==> config.mk <==
export PLATFORM = sky130hd
export DESIGN_NAME = id_scoreboard
export DESIGN_NICKNAME = d
export VERILOG_FILES = /design/src/rtl/id_scoreboard_pkg.sv /design/src/rtl/id_scoreboard_sb_entry.sv /design/src/rtl/id_scoreboard.sv
export SDC_FILE = /design/constraint.sdc
export NUM_CORES = 1
export LEC_CHECK = 0
export BUFFER_PORTS_ARGS = -buffer_cell sky130_fd_sc_hd__buf_2
export CAP_MARGIN = 10
export CELL_PAD_IN_SITES_DETAIL_PLACEMENT = 0
export CELL_PAD_IN_SITES_GLOBAL_PLACEMENT = 1
export CORE_MARGIN = 5
export CORE_UTILIZATION = 46
export DETAILED_ROUTE_END_ITERATION = 12
export GPL_ROUTABILITY_DRIVEN = 0
export HOLD_SLACK_MARGIN = 0.06
export PLACE_DENSITY_LB_ADDON = 0.1
export SLEW_MARGIN = 15
export SYNTH_ARGS = -nofsm -noshare
export SYNTH_HDL_FRONTEND = slang
export SYNTH_HIERARCHICAL = 1
export SYNTH_SLANG_ARGS = --single-unit
==> constraint.sdc <==
create_clock -name clk -period 6.6 [get_ports clk]
set_input_delay 0.99 -clock clk [delete_from_list [all_inputs] [get_ports clk]]
set_output_delay 0.99 -clock clk [all_outputs]
set_load 0.03 [all_outputs]
==> src/rtl/id_scoreboard_pkg.sv <==
// Shared types and helpers for the issue-stage register scoreboard.
package id_scoreboard_pkg;

  // Bypass source codes driven on fwd_sel.
  typedef enum logic [1:0] {
    FwdRf  = 2'd0,
    FwdExe = 2'd1,
    FwdMem = 2'd2,
    FwdWb  = 2'd3
  } fwd_e;

  // Stage whose output first holds a producer's result.
  typedef enum logic [1:0] {
    LatIll = 2'd0,
    LatExe = 2'd1,
    LatMem = 2'd2,
    LatWb  = 2'd3
  } lat_e;

  // Per-register pending-write state.
  typedef struct packed {
    logic       vld;
    logic [1:0] age;
    logic [1:0] lat;
  } sb_entry_t;

  // A zero latency is meaningless and is read as EXE; anything past the last
  // producer stage is pinned to that stage.
  function automatic logic [1:0] clamp_lat(input logic [1:0] lat, input int unsigned nstg);
    if (lat == LatIll) return LatExe;
    if (32'(lat) > nstg) return 2'(nstg);
    return lat;
  endfunction

endpackage

==> src/rtl/id_scoreboard_sb_entry.sv <==
// One scoreboard entry: tracks the youngest in-flight producer of a register.
module id_scoreboard_sb_entry
  import id_scoreboard_pkg::*;
#(
  parameter int unsigned NSTG = 3
) (
  input  logic       clk,
  input  logic       rst,
  input  logic       flush_i,
  input  logic       adv_i,
  input  logic       issue_i,
  input  logic [1:0] lat_i,
  output logic       vld_o,
  output logic [1:0] age_o,
  output logic [1:0] lat_o
);

  sb_entry_t ent_d, ent_q;

  // Next state: flush kills, a new issue overwrites, otherwise age or retire on advance.
  always_comb begin
    ent_d = ent_q;
    if (flush_i) begin
      ent_d.vld = 1'b0;
    end else if (issue_i) begin
      ent_d.vld = 1'b1;
      ent_d.age = 2'd1;
      ent_d.lat = lat_i;
    end else if (adv_i && ent_q.vld) begin
      if (ent_q.age == 2'(NSTG)) begin
        ent_d.vld = 1'b0;
      end else begin
        ent_d.age = ent_q.age + 2'd1;
      end
    end
  end

  // Entry state register.
  always_ff @(posedge clk or posedge rst) begin
    if (rst) begin
      ent_q <= '0;
    end else begin
      ent_q <= ent_d;
    end
  end

  assign vld_o = ent_q.vld;
  assign age_o = ent_q.age;
  assign lat_o = ent_q.lat;

endmodule

==> src/rtl/id_scoreboard.sv <==
// Issue-stage scoreboard: per-register pending-write tracking with bypass selection.
module id_scoreboard
  import id_scoreboard_pkg::*;
#(
  parameter int unsigned NREG     = 32,
  parameter int unsigned AW       = 5,
  parameter int unsigned NSRC     = 2,
  parameter int unsigned NSTG     = 3,
  parameter int unsigned ZERO_REG = 1,
  parameter int unsigned CW       = 32
) (
  input  logic               clk,
  input  logic               rst,
  input  logic               pipe_adv,
  input  logic               flush,
  input  logic               id_valid,
  input  logic [NSRC-1:0]    id_src_en,
  input  logic [NSRC*AW-1:0] id_src,
  input  logic               id_dst_en,
  input  logic [AW-1:0]      id_dst,
  input  logic [1:0]         id_lat,
  output logic               id_ready,
  output logic               id_issue,
  output logic [NSRC*2-1:0]  fwd_sel,
  output logic [CW-1:0]      stall_cnt
);

  localparam bit SkipR0 = (ZERO_REG != 0);

  logic [NREG-1:0] ent_vld;
  logic [1:0]      ent_age [NREG];
  logic [1:0]      ent_lat [NREG];
  logic [1:0]      lat_eff;
  logic [NSRC-1:0] src_stall;
  logic [1:0]      src_fwd [NSRC];
  logic [CW-1:0]   stall_cnt_d, stall_cnt_q;

  assign lat_eff = clamp_lat(id_lat, NSTG);

  // id_ready depends only on registered state, so issue never loops back into it.
  assign id_ready = ~|src_stall;
  assign id_issue = id_valid & id_ready & pipe_adv & ~flush;

  for (genvar r = 0; r < NREG; r++) begin : g_ent
    logic issue_we;
    // Same-cycle issue to this register overrides its own ageing/retire.
    assign issue_we = id_issue && id_dst_en && (id_dst == AW'(r)) && !(SkipR0 && (r == 0));

    id_scoreboard_sb_entry #(
      .NSTG (NSTG)
    ) u_entry (
      .clk     (clk),
      .rst     (rst),
      .flush_i (flush),
      .adv_i   (pipe_adv),
      .issue_i (issue_we),
      .lat_i   (lat_eff),
      .vld_o   (ent_vld[r]),
      .age_o   (ent_age[r]),
      .lat_o   (ent_lat[r])
    );
  end

  for (genvar i = 0; i < NSRC; i++) begin : g_src
    logic [AW-1:0] s;
    logic          pend;
    assign s = id_src[i*AW +: AW];
    // A matching producer is pending unless the read is disabled or targets r0.
    assign pend         = id_src_en[i] && !(SkipR0 && (s == '0)) && ent_vld[s];
    assign src_stall[i] = pend && (ent_age[s] < ent_lat[s]);
    assign src_fwd[i]   = (pend && !src_stall[i]) ? ent_age[s] : FwdRf;
    // Any stall blanks every bypass select.
    assign fwd_sel[i*2 +: 2] = id_ready ? src_fwd[i] : FwdRf;
  end

  // Saturating count of cycles ID holds a valid instruction it cannot issue.
  always_comb begin
    stall_cnt_d = stall_cnt_q;
    if (id_valid && !id_ready && (stall_cnt_q != '1)) begin
      stall_cnt_d = stall_cnt_q + CW'(1);
    end
  end

  // Stall counter register.
  always_ff @(posedge clk or posedge rst) begin
    if (rst) begin
      stall_cnt_q <= '0;
    end else begin
      stall_cnt_q <= stall_cnt_d;
    end
  end

  assign stall_cnt = stall_cnt_q;

endmodule

==> flow_metrics.env <==
export IMPL_status="finished clean"
export IMPL_clkLatencyLatePin_ps=440
export IMPL_crit_required_ps=5610
export IMPL_cts_resized=0
export IMPL_grt_max_degree=76
export IMPL_final_cell_count_no_fill=1434
export IMPL_diodes=0
export IMPL_syn_inst=1020
export IMPL_io_pins=63
export IMPL_grt_setup_unrepaired="no"
export IMPL_layout_drive_gt1_share_pct=32.1
export IMPL_start_util_pct=46.6
export IMPL_grt_use_total_pct=24.1
export IMPL_most_common_layout_cells="dfrtp_1, mux4_2, mux2_2, nor2_1, buf_2"
export IMPL_peakVddDrop_mv=0.147
export IMPL_hp_class="flip-flop to flip-flop"
export IMPL_cts_buffer_depth=2
export IMPL_synth_cell_types=62
export IMPL_startpoint_type="input pin"
export IMPL_p_per_area_nw_per_um2=192
export IMPL_grt_antenna_before_repair=0
export IMPL_worstMarginPinSlew_ps=931
export IMPL_period_share_pct=89.6
export IMPL_cts_htree_levels=4
export IMPL_fin_util_pct=51.6
export IMPL_port_buffers=62
export IMPL_fin_skew_ps=14.5
export IMPL_yosysWarnings=6
export IMPL_dp_cells=1403
export IMPL_synth_ff_type="dfrtp_1"
export IMPL_root_buffer="clkbuf_16"
export IMPL_hold_violations=0
export IMPL_dieArea_um2=29700
export IMPL_postCtsHoldBufs=0
export IMPL_die_y_um=172
export IMPL_syn_avg_cell_area_um2=11.9
export IMPL_postCtsSetupBuffers=0
export IMPL_dp_hpwl_mm=24.9
export IMPL_wire_per_inst_um=24.0
export IMPL_finalWirelength_mm=34.4
export IMPL_antenna_left=0
export IMPL_synth_seq_area_share_pct=39.7
export IMPL_slew_headroom_pct=37.9
export IMPL_synth_area_um2=12100
export IMPL_synth_seq_cells=192
export IMPL_synth_enable_flop_cells=0
export IMPL_setup_tns_ps=0
export IMPL_async_flop_share_pct=100
export IMPL_slew_violations=0
export IMPL_core_area_um2=26000
export IMPL_setup_viol=0
export IMPL_cp_end_kind="output pin"
export IMPL_area_growth_pct=10.8
export IMPL_nets=1147
export IMPL_timing_fmax_mhz=169
export IMPL_first_pass_iters=5
export IMPL_drt_vias_per_instance=6.13
export IMPL_clk_transition_reported_paths_ps=70
export IMPL_critical_path_class="input pin to output pin"
export IMPL_vias=8797
export IMPL_cts_sinks=192
export IMPL_power_leakage_nw=6.40
export IMPL_die_x_um=172
export IMPL_layout_commonest_cell="dfrtp_1"
export IMPL_drc_errors=0
export IMPL_fin_crit_ps=5910
export IMPL_cts_made_buffers=17
export IMPL_grt_first_pass_wirelength_mm=53.9
export IMPL_grt_overflow_total=0
export IMPL_crit_arrival_ps=4920
export IMPL_grt_pass1_vias=8885
export IMPL_cp_max_fo=32
export IMPL_cts_tree="yes"
export IMPL_drt_iter0_drc=792
export IMPL_rows=59
export IMPL_max_cap_viol_count=0
layer usage:
metal  vias to the layer above  GRT usage [%]  wire length (um)
met3                        46           3.59              1630
met2                       245           39.9             16800
li1                       3948              -                 -
met1                      4558           33.1             15100
met4                         0           6.94               830
met5                         -              0                 0
metrics by stage:
stage / setup WS, ps / power (W) / cell area, um2 / hold WS [ps]
2_1_floorplan: 44.5 / 0.00145 / 12100 / 487
3_3_place_gp: 711 / 0.00156 / 12800 / 468
3_5_place_dp: 705 / 0.00157 / 12800 / 469
4_1_cts: 686 / 0.00260 / 13400 / 483
5_1_grt: 418 / 0.00267 / 13400 / 501
6_report: 689 / 0.00258 / 13400 / 482
cell type report:
| type | count | area (um2) |
|---|---|---|
| repair buffers | 80 | 460 |
| multi-input cells | 747 | 6960 |
| clock inverters | 12 | 118 |
| clock buffers | 19 | 453 |
| inverters | 49 | 184 |
| flip-flops and latches | 192 | 4800 |
| well taps | 335 | 419 |
| fillers | 2323 | 12600 |
worst paths after layout:
| kind | start | end | slack (ps) | cells past startpoint |
|---|---|---|---|---|
| max in group asynchronous | rst | stall_cnt[24] | 5280 | 4 |
| max | id_src[0] | id_issue | 690 | 15 |
| min reg2reg | stall_cnt[27] | stall_cnt[27] | 480 | 1 |
| max reg2reg | g_ent[30].u_entry/age_o[1] | g_ent[5].u_entry/lat_o[1] | 1970 | 15 |
| min | stall_cnt[27] | stall_cnt[27] | 480 | 1 |
| min in group asynchronous | rst | g_ent[5].u_entry/age_o[0] | 800 | 3 |
flip-flops by register name (all words and copies together) (netlist names):
signal	flops
stall_cnt	32
g_ent.u_entry/vld_o	32
g_ent.u_entry/age_o	64
g_ent.u_entry/lat_o	64
critical path, cell delays in order:
cell and delay (ps):
buf_2 410, mux4_2 570, mux4_2 520, mux2_2 300, ha_1 330, nand2_1 80, a31oi_1 40, a41o_1 220
a311o_1 340, nor4_2 190, nor2_1 110, nand4b_1 100, buf_4 440, inv_1 70, buf_2 190
report_power, final:
group | internal, W | switching, W
combinational | 0.000113 | 0.000177
clock | 0.000519 | 0.000517
sequential | 0.00121 | 0.0000421
synthesized netlist by cell type (3+ instances only):
library cell  instances  share of area, %
a311oi_1             11              0.80
and3b_2              11              0.91
and3b_1              21               1.5
nand2b_1              3              0.16
nor3b_1               3              0.19
inv_1                47               1.5
a22o_1               21               1.5
nand2_1              58               1.8
and4_1                3              0.22
nand4_1               6              0.31
dfrtp_1             192                40
a31oi_1               3              0.16
ha_1                 35               3.6
mux4_2               86                16
clkbuf_1             13              0.40
buf_2                13              0.54
mux2i_1              31               2.6
nor4_1                3              0.16
nor3_2                3              0.25
nor3_1               56               2.3
a21oi_1              34               1.4
nor4_2                3              0.31
buf_1                 6              0.19
nor2b_1              22               1.1
nor2b_2              32               2.3
xnor2_1               8              0.58
and3_1               13              0.67
nor3b_2              21               2.2
xor2_1               23               1.7
mux2_2               77               7.2
nor2_1               64               2.0
a21o_1               11              0.68
nand3_1              17              0.70
o21bai_1             32               2.0
kinds of logic after synthesis:
group,after synthesis,synth area share (%)
AO/OA/AOI/OAI,131,7.80
XOR/XNOR,31,2.24
adder cells (fa/ha/maj),35,3.62
buffers and inverters,84,2.86
flip-flops,192,39.7
multiplexers,194,25.7
other,1,0.0310
AND/OR/NAND/NOR,352,18.0
(Power assumes the default switching activity.)
